### config.mk
export PLATFORM = sky130hd
export DESIGN_NAME = gmii_rx
export DESIGN_NICKNAME = d
export VERILOG_FILES = /design/src/rtl/gmii_rx.sv
export SDC_FILE = /design/constraint.sdc
export NUM_CORES = 1
export LEC_CHECK = 0
export ABC_CLOCK_PERIOD_IN_PS = 2760
export BUFFER_PORTS_ARGS = -buffer_cell sky130_fd_sc_hd__buf_2
export CAP_MARGIN = 20
export CORE_MARGIN = 2
export CORE_UTILIZATION = 55
export CTS_CLUSTER_DIAMETER = 60
export DETAILED_ROUTE_END_ITERATION = 10
export GPL_ROUTABILITY_DRIVEN = 0
export PLACE_DENSITY = 0.71
export SYNTH_ARGS = -nofsm -noshare
export SYNTH_HDL_FRONTEND = slang
export SYNTH_SLANG_ARGS = --single-unit
### constraint.sdc
create_clock -name phy_rx_clk -period 2.76 [get_ports phy_rx_clk]
set_input_delay 0.414 -clock phy_rx_clk [delete_from_list [all_inputs] [get_ports phy_rx_clk]]
set_output_delay 0.414 -clock phy_rx_clk [all_outputs]
set_load 0.03 [all_outputs]
### src/rtl/gmii_rx.sv
// GMII receive framer: strips preamble/SFD, checks FCS and length,
// and pushes frame bytes plus one status word per frame into a FIFO.
module gmii_rx #(
   parameter int MIN_LEN = 64,
   parameter int MAX_LEN = 1522
) (
   input  logic        phy_rx_clk,
   input  logic        sys_rst_n,
   input  logic        phy_rx_dv,
   input  logic        phy_rx_er,
   input  logic [7:0]  phy_rxd,
   input  logic        wr_full,
   output logic        wr_en,
   output logic [8:0]  wr_data,
   output logic [15:0] frame_ok_cnt,
   output logic [15:0] frame_err_cnt
);

   typedef enum logic [2:0] {
      IDLE,
      PREAMBLE,
      DATA,
      TERM,
      DROP
   } state_t;

   localparam logic [31:0] CRC_POLY    = 32'hEDB88320;
   localparam logic [31:0] CRC_INIT    = 32'hFFFFFFFF;
   // residue written MSB-first; register holds it bit-reversed
   localparam logic [31:0] CRC_RESIDUE = 32'hC704DD7B;
   localparam logic [12:0] CNT_MAX     = 13'h1FFF;
   localparam logic [12:0] MIN_L       = 13'(MIN_LEN);
   localparam logic [12:0] MAX_L       = 13'(MAX_LEN);
   localparam logic [7:0]  PRE_BYTE    = 8'h55;
   localparam logic [7:0]  SFD_BYTE    = 8'hD5;

   function automatic logic [31:0] crc_byte(
      input logic [31:0] c,
      input logic [7:0]  d
   );
      logic [31:0] r;
      r = c;
      for (int i = 0; i < 8; i++) begin
         if (r[0] ^ d[i]) r = (r >> 1) ^ CRC_POLY;
         else             r = r >> 1;
      end
      return r;
   endfunction

   function automatic logic [31:0] bitrev(input logic [31:0] c);
      logic [31:0] r;
      for (int i = 0; i < 32; i++) r[i] = c[31-i];
      return r;
   endfunction

   state_t      state;
   logic        dv_q;
   logic        er_q;
   logic [7:0]  rxd_q;
   logic [12:0] cnt;
   logic [31:0] crc;
   logic        crc_ok;
   logic        er_flag;
   logic        ovf;
   logic        runt;
   logic        giant;
   logic        good;
   logic [8:0]  status;

   assign runt   = cnt < MIN_L;
   assign giant  = cnt > MAX_L;
   assign good   = crc_ok & ~runt & ~giant & ~er_flag & ~ovf;
   assign status = {1'b0, 3'b000, giant, runt, ovf, er_flag, crc_ok};

   // register the GMII inputs; all decisions use these copies
   always_ff @(posedge phy_rx_clk or negedge sys_rst_n) begin
      if (!sys_rst_n) begin
         dv_q  <= 1'b0;
         er_q  <= 1'b0;
         rxd_q <= 8'h00;
      end else begin
         dv_q  <= phy_rx_dv;
         er_q  <= phy_rx_er;
         rxd_q <= phy_rxd;
      end
   end

   // framing FSM with registered FIFO write, CRC, length and flags
   always_ff @(posedge phy_rx_clk or negedge sys_rst_n) begin
      if (!sys_rst_n) begin
         state         <= IDLE;
         wr_en         <= 1'b0;
         wr_data       <= 9'h000;
         frame_ok_cnt  <= 16'h0000;
         frame_err_cnt <= 16'h0000;
         cnt           <= 13'h0000;
         crc           <= CRC_INIT;
         crc_ok        <= 1'b0;
         er_flag       <= 1'b0;
         ovf           <= 1'b0;
      end else begin
         wr_en <= 1'b0;
         case (state)
            IDLE, PREAMBLE: begin
               if (!dv_q) begin
                  state <= IDLE;
               end else if (rxd_q == PRE_BYTE) begin
                  state <= PREAMBLE;
               end else if (rxd_q == SFD_BYTE) begin
                  state   <= DATA;
                  cnt     <= 13'h0000;
                  crc     <= CRC_INIT;
                  crc_ok  <= 1'b0;
                  er_flag <= 1'b0;
                  ovf     <= 1'b0;
               end else begin
                  state <= DROP;
               end
            end
            DATA: begin
               if (dv_q) begin
                  er_flag <= er_flag | er_q;
                  crc     <= crc_byte(crc, rxd_q);
                  if (cnt != CNT_MAX) cnt <= cnt + 13'd1;
                  if (wr_full) begin
                     ovf <= 1'b1;
                  end else begin
                     wr_en   <= 1'b1;
                     wr_data <= {1'b1, rxd_q};
                  end
               end else begin
                  state  <= TERM;
                  crc_ok <= (bitrev(crc) == CRC_RESIDUE);
               end
            end
            TERM: begin
               if (!wr_full) begin
                  wr_en   <= 1'b1;
                  wr_data <= status;
                  if (good) frame_ok_cnt  <= frame_ok_cnt + 16'd1;
                  else      frame_err_cnt <= frame_err_cnt + 16'd1;
                  state <= dv_q ? DROP : IDLE;
               end
            end
            DROP: begin
               if (!dv_q) state <= IDLE;
            end
            default: state <= IDLE;
         endcase
      end
   end

endmodule

==> results.toml, run 1 <==
[cts]
insertion_delay_ps = 370
cts_made_buffers = 9
ctsHtreeMaxLevel = 3
cts_tree = "yes"
numClockSinks = 103
post_cts_resized = 0
clockBufferDepth = 2
root_buffer = "clkbuf_8"
clk_pin_slew_worst_paths_ps = 110

[power]
ir_drop_mv = 0.4688
p_per_area_nw_per_um2 = 1041
leakagePower_uw = 0.002622
finalPower_uw = 6232

[sta]
period_needed_ps = 2348
hold_ws_ps = 147.0
setup_viol = 0
worstMarginPinSlew_ps = 862.5
final-hold-violation-count = 0
tns_ps = 0
grt_setup_unrepaired = "no"
relSlewSlack_pct = 42.09
min_period_over_period_pct = 85.07
slew_violations = 0
fmax_ghz = 0.4259
fin_worst_skew_ps = 15.52

[placement]
placed_cell_area_um2 = 5781
numPortBuffers = 54
dp_hpwl_mm = 8.276

[logic_synthesis]
synth_top_area_share_pct = 33.44
synth_commonest_cells = "71 x dfrtp_1, 62 x xnor2_1, 58 x nor2_1, 40 x a21oi_1, 32 x dfstp_2"
synth_seq_cells = 103
post_synth.cell_area_avg_um2 = 10.69
ys_seq_area_share_pct = 49.26
yosys-top-cells-area = "dfrtp_1 33%, dfstp_2 16%, xnor2_1 10%"
yosysMostFrequentCell = "dfrtp_1"
yosys_warnings = 0
synth_edf_count = 0
syn_area_um2 = 5314
synth_flop_cell = "dfrtp_1"
syn-num-nets = 513
syn_inst = 497
synth_top_cell_by_area = "dfrtp_1"
synthArstFlopShare_pct = 100.0
synth_cell_types = 57

[setup_path]
cp_max_fo = 5
critPathRequiredTime_ps = 3000
regToRegStartpoint = "rxd_q[1]"
startpoint = "rxd_q[1]"
r2r_slack_ps = 410
r2r_cells = 5
rr_endpoint = "cnt[11]"
arrival_ps = 2590
crit_type = "reg -> reg"
crit_path_end_kind = "flop"
start_kind = "flop"

[global_route]
grt_pass1_wl_mm = 18.81
antenna_found_initial = 0
grt_pass1_vias = 3722
grt_max_degree = 71
grt-ovfl-total = 0
grt_usage_pct = 23.27

[finish]
synthToLayoutAreaGrowth_pct = 12.62
final_nets = 571
fill_cells = 732
utilization_pct = 64.16
num_antenna_cells = 0
drive_above_1_share_pct = 24.46
post-route-cell-area_um2 = 5984

[worst_hold_path]
hp-start = "phy_rxd[3]"
min_path_cells = 1
min_path_type = "in -> reg"
min_to = "rxd_q[3]"

[floorplan]
coreArea_um2 = 9328
die_h_um = 102.3
die_w_um = 102.3
pin_count = 55
start_util_pct = 56.97
fp.dieArea_um2 = 10460
row_count = 35

[outcome]
outcome = "finished, final reports clean"

[route]
viasPerCell = 5.628
post_drt_wl_per_cell_um = 16.58
first_pass_iters = 4
dr_total_vias = 3878
drt_drc_violations_left = 0
drtIter0Drc = 161
wirelength_mm = 11.43
ant_nets = 0

[flow_run]
maxCapViolations = 0
==> per-stage QoR <==
step | cells | worst slack, ps
final | 689 | 412.1
after global routing | 689 | 208.2
after CTS | 689 | 427.8
after detailed placement | 672 | 448.5
after global placement | 672 | 523.9
after floorplan | 497 | 732.2
==> flip-flops by register name, summed over array words and instances (netlist names), 3 cells and up <==
signal,flops
frame_ok_cnt,16
rxd_q,8
wr_data,9
frame_err_cnt,16
crc,32
state,3
cnt,13
==> area by class of cell <==
cell class	count	area [um2]	area share [%]
Tap cell	129	161.4	2.697
Timing Repair Buffer	65	370.4	6.189
Multi-Input combinational cell	367	2608	43.57
Clock inverter	7	70.07	1.171
Inverter	9	33.78	0.5645
Clock buffer	9	123.9	2.070
Sequential cell	103	2618	43.74
==> cells by family (layout without fill, tap and decap cells) <==
logic type / count (synthesis) / in the layout / synth area share [%]
and+or+nand+nor: 178 / 178 / 17.21
xor gates and xnor gates: 105 / 105 / 20.08
DFF: 103 / 103 / 49.26
AOI/OAI and AO/OA: 78 / 78 / 10.03
buffers and inverters: 27 / 90 / 2.072
adders and majority gates: 3 / 3 / 0.7065
muxes: 3 / 3 / 0.6357
==> worst max-delay path by stage <==
stage / to / slack, ps / cells after the start
after floorplan: crc[20] / 730 / 5
after global placement: frame_ok_cnt[15] / 520 / 5
after detailed placement: frame_ok_cnt[11] / 450 / 5
after CTS: cnt[11] / 430 / 5
after global routing: cnt[11] / 210 / 5
final: cnt[11] / 410 / 5
==> layer usage <==
layer / GRT usage, % / share of wire, % / up-vias
li1: - / - / 1841
met1: 33.93 / 47 / 1939
met2: 35.83 / 46 / 90
met3: 5.267 / 5.7 / 8
met4: 5.538 / 0.89 / 0
met5: 0 / 0 / -
==> power by group <==
part	leakage [uW]	switching [uW]	internal, uW
sequential	0.00127	338	1980
combinational	0.00126	1480	1500
clock	0.000101	579	356
==> timing repair <==
action / 4_1_cts / 5_1_grt
hold endpoints to repair: 3 / 0
buffers inserted: 0 / 0
hold buffers: 1 / 0
==> critical path, stage by stage (launching register included) <==
cell	delay, ps
dfrtp_1	460
nor4b_1	690
nand3_1	320
o32a_1	300
o311ai_0	310
o41ai_1	130
==> placed cells by master, fill, tap and decap left out, types with 4 or more instances in the layout <==
| cell type | instances |
|---|---|
| dfrtp_1 | 71 |
| xnor2_1 | 62 |
| nor2_1 | 58 |
| buf_2 | 53 |
| a21oi_1 | 40 |
| dfstp_2 | 32 |
| xor2_1 | 30 |
| nand2_1 | 24 |
| nand3_1 | 22 |
| nand4_1 | 15 |
| nor4_1 | 13 |
| and3_1 | 10 |
| buf_4 | 10 |
| inv_1 | 9 |
| clkbuf_8 | 9 |
| o22a_1 | 7 |
| xnor2_2 | 5 |
| nor3_1 | 5 |
| and2_1 | 5 |
| nor2b_1 | 4 |
| a22o_1 | 4 |
| nand2b_1 | 4 |
| o22ai_1 | 4 |
Power figures use the tool's default switching activity.
==> run 2: changes to the inputs <==
- CORE_UTILIZATION: 55 -> 47
- PLACE_DENSITY: 0.71 -> 0.62
==> run 2 against run 1 <==
Net effect: register-to-register slack got worse by 50 ps; fmax fell by 2.0%; combinational power rose by 1%; cell count rose by 2.2%; sequential share of layout area fell by 0.84 points; sequential power barely moved; flip-flop and latch count did not move; clock power rose by 34%; non-clock buffer count rose by 3; via count fell by 1.1%; critical path depth did not move; utilization fell by 8.4 points; critical path type unchanged; critical endpoint unchanged.
==> results.toml, run 2 (synthesis gave the netlist of run 1 again) <==
[outcome]
outcome = "finished, final reports clean"

[sta]
worstMarginPinSlew_ps = 791.7
setup_viol = 0
slew_violations = 0
relSlewSlack_pct = 46.84
min_period_over_period_pct = 86.85
grt_setup_unrepaired = "no"
fmax_ghz = 0.4172
period_needed_ps = 2397
tns_ps = 0
final-hold-violation-count = 0
fin_worst_skew_ps = 6.781

[cts]
post_cts_resized = 0
post_cts_buffers = 0
clockBufferDepth = 2
numClockSinks = 103
cts_tree = "yes"
insertion_delay_ps = 350
clk_pin_slew_worst_paths_ps = 80
root_buffer = "clkbuf_16"
ctsHoldBuffers = 0
cts_made_buffers = 9
ctsHtreeMaxLevel = 3

[setup_path]
critPathRequiredTime_ps = 2980
start_kind = "flop"
crit_path_end_kind = "flop"
cp_max_fo = 7
r2r_slack_ps = 360
arrival_ps = 2620
crit_type = "reg -> reg"

[route]
drt_drc_violations_left = 0
post_drt_wl_per_cell_um = 17.04
first_pass_iters = 4
viasPerCell = 5.447
dr_total_vias = 3835
drtIter0Drc = 172
ant_nets = 0
wirelength_mm = 12.00

[finish]
layout.cells.most_common = "dfrtp_1"
largest_registers = "crc (32), frame_err_cnt (16), frame_ok_cnt (16)"
fill_cells = 985
largest-register = "crc"
utilization_pct = 55.80
largest_reg_flops = 32
final_nets = 574
synthToLayoutAreaGrowth_pct = 14.83
mostFrequentLayoutCells = "71 x dfrtp_1, 62 x xnor2_1, 58 x nor2_1"
drive_above_1_share_pct = 25.04

[power]
ir_drop_mv = 0.5438
p_per_area_nw_per_um2 = 1080
leakagePower_uw = 0.002669
finalPower_uw = 6593

[placement]
dp_hpwl_mm = 8.705
numPortBuffers = 54

[global_route]
grt-ovfl-total = 0
antenna_found_initial = 1
grt_pass1_wl_mm = 20.05
grt_usage_pct = 21.78
grt_pass1_vias = 3829
grt_max_degree = 40

[floorplan]
pin_count = 55
die_h_um = 110.3
die_w_um = 110.3
start_util_pct = 48.59
row_count = 38
coreArea_um2 = 10940
fp.dieArea_um2 = 12170

[flow_run]
maxCapViolations = 0

[worst_hold_path]
min_path_type = "in -> async"
==> run 2: cell types whose count changed in the layout (fill, tap and decap cells not counted), sizes merged <==
cell | previous run | this run
buf | 64 | 68
clkinvlp | 0 | 2
clkinv | 3 | 2
diode | 0 | 1
dlygate4sd3 | 1 | 0
inv | 13 | 12
==> run 2: worst paths after layout <==
path / startpoint / to / cells past startpoint
worst min-delay path: sys_rst_n / er_flag / 1
worst max-delay path: state[1] / cnt[11] / 5
worst min register to register: frame_ok_cnt[15] / frame_ok_cnt[15] / 1
min in group phy_rx_clk: phy_rx_er / er_q / 1
max in group asynchronous: sys_rst_n / crc[31] / 2
worst max register to register: state[1] / cnt[11] / 5
==> run 2: layer usage <==
layer / part of all wire [%] / track usage (%) / vias to the layer above / routed length [um]
li1: - / - / 1860 / -
met1: 48 / 31.38 / 1876 / 5720
met2: 45 / 32.03 / 90 / 5423
met3: 6.2 / 6.996 / 7 / 747
met4: 0.78 / 5.268 / 2 / 94
met5: 0.092 / 0 / - / 11
==> run 2: critical path, cell delays in order (launching register included) <==
cell and delay [ps]:
dfrtp_1 450, nor4b_1 710, nand3_1 340, o32a_1 310, o311ai_0 310, o41ai_1 140
==> run 2: stage by stage <==
stage | instance area, um2 | cells | setup WS [ps] | hold WS, ps
after global routing | 6100 | 703 | 158.8 | 60.62
after global placement | 5812 | 687 | 449.9 | 430.4
after CTS | 6100 | 703 | 411.1 | 40.42
after floorplan | 5314 | 497 | 732.2 | 118.4
after detailed placement | 5812 | 687 | 429.1 | 423.7
final | 6102 | 704 | 363.0 | 28.38
==> run 2: report_power, final <==
part	internal, uW	total, uW	switching (uW)
registers	1990	2320	332
logic	1500	3020	1520
clock network	631	1250	621
==> run 2: cell type report <==
cell class,instances,area (um2),share of cell area [%]
flip-flops and latches,103,2618,42.90
multi-input cells,367,2608,42.73
repair buffers,68,377.9,6.192
clock buffers,9,225.2,3.691
well taps,140,175.2,2.871
clock inverters,7,62.56,1.025
inverters,9,33.78,0.5536
diodes,1,2.502,0.04101
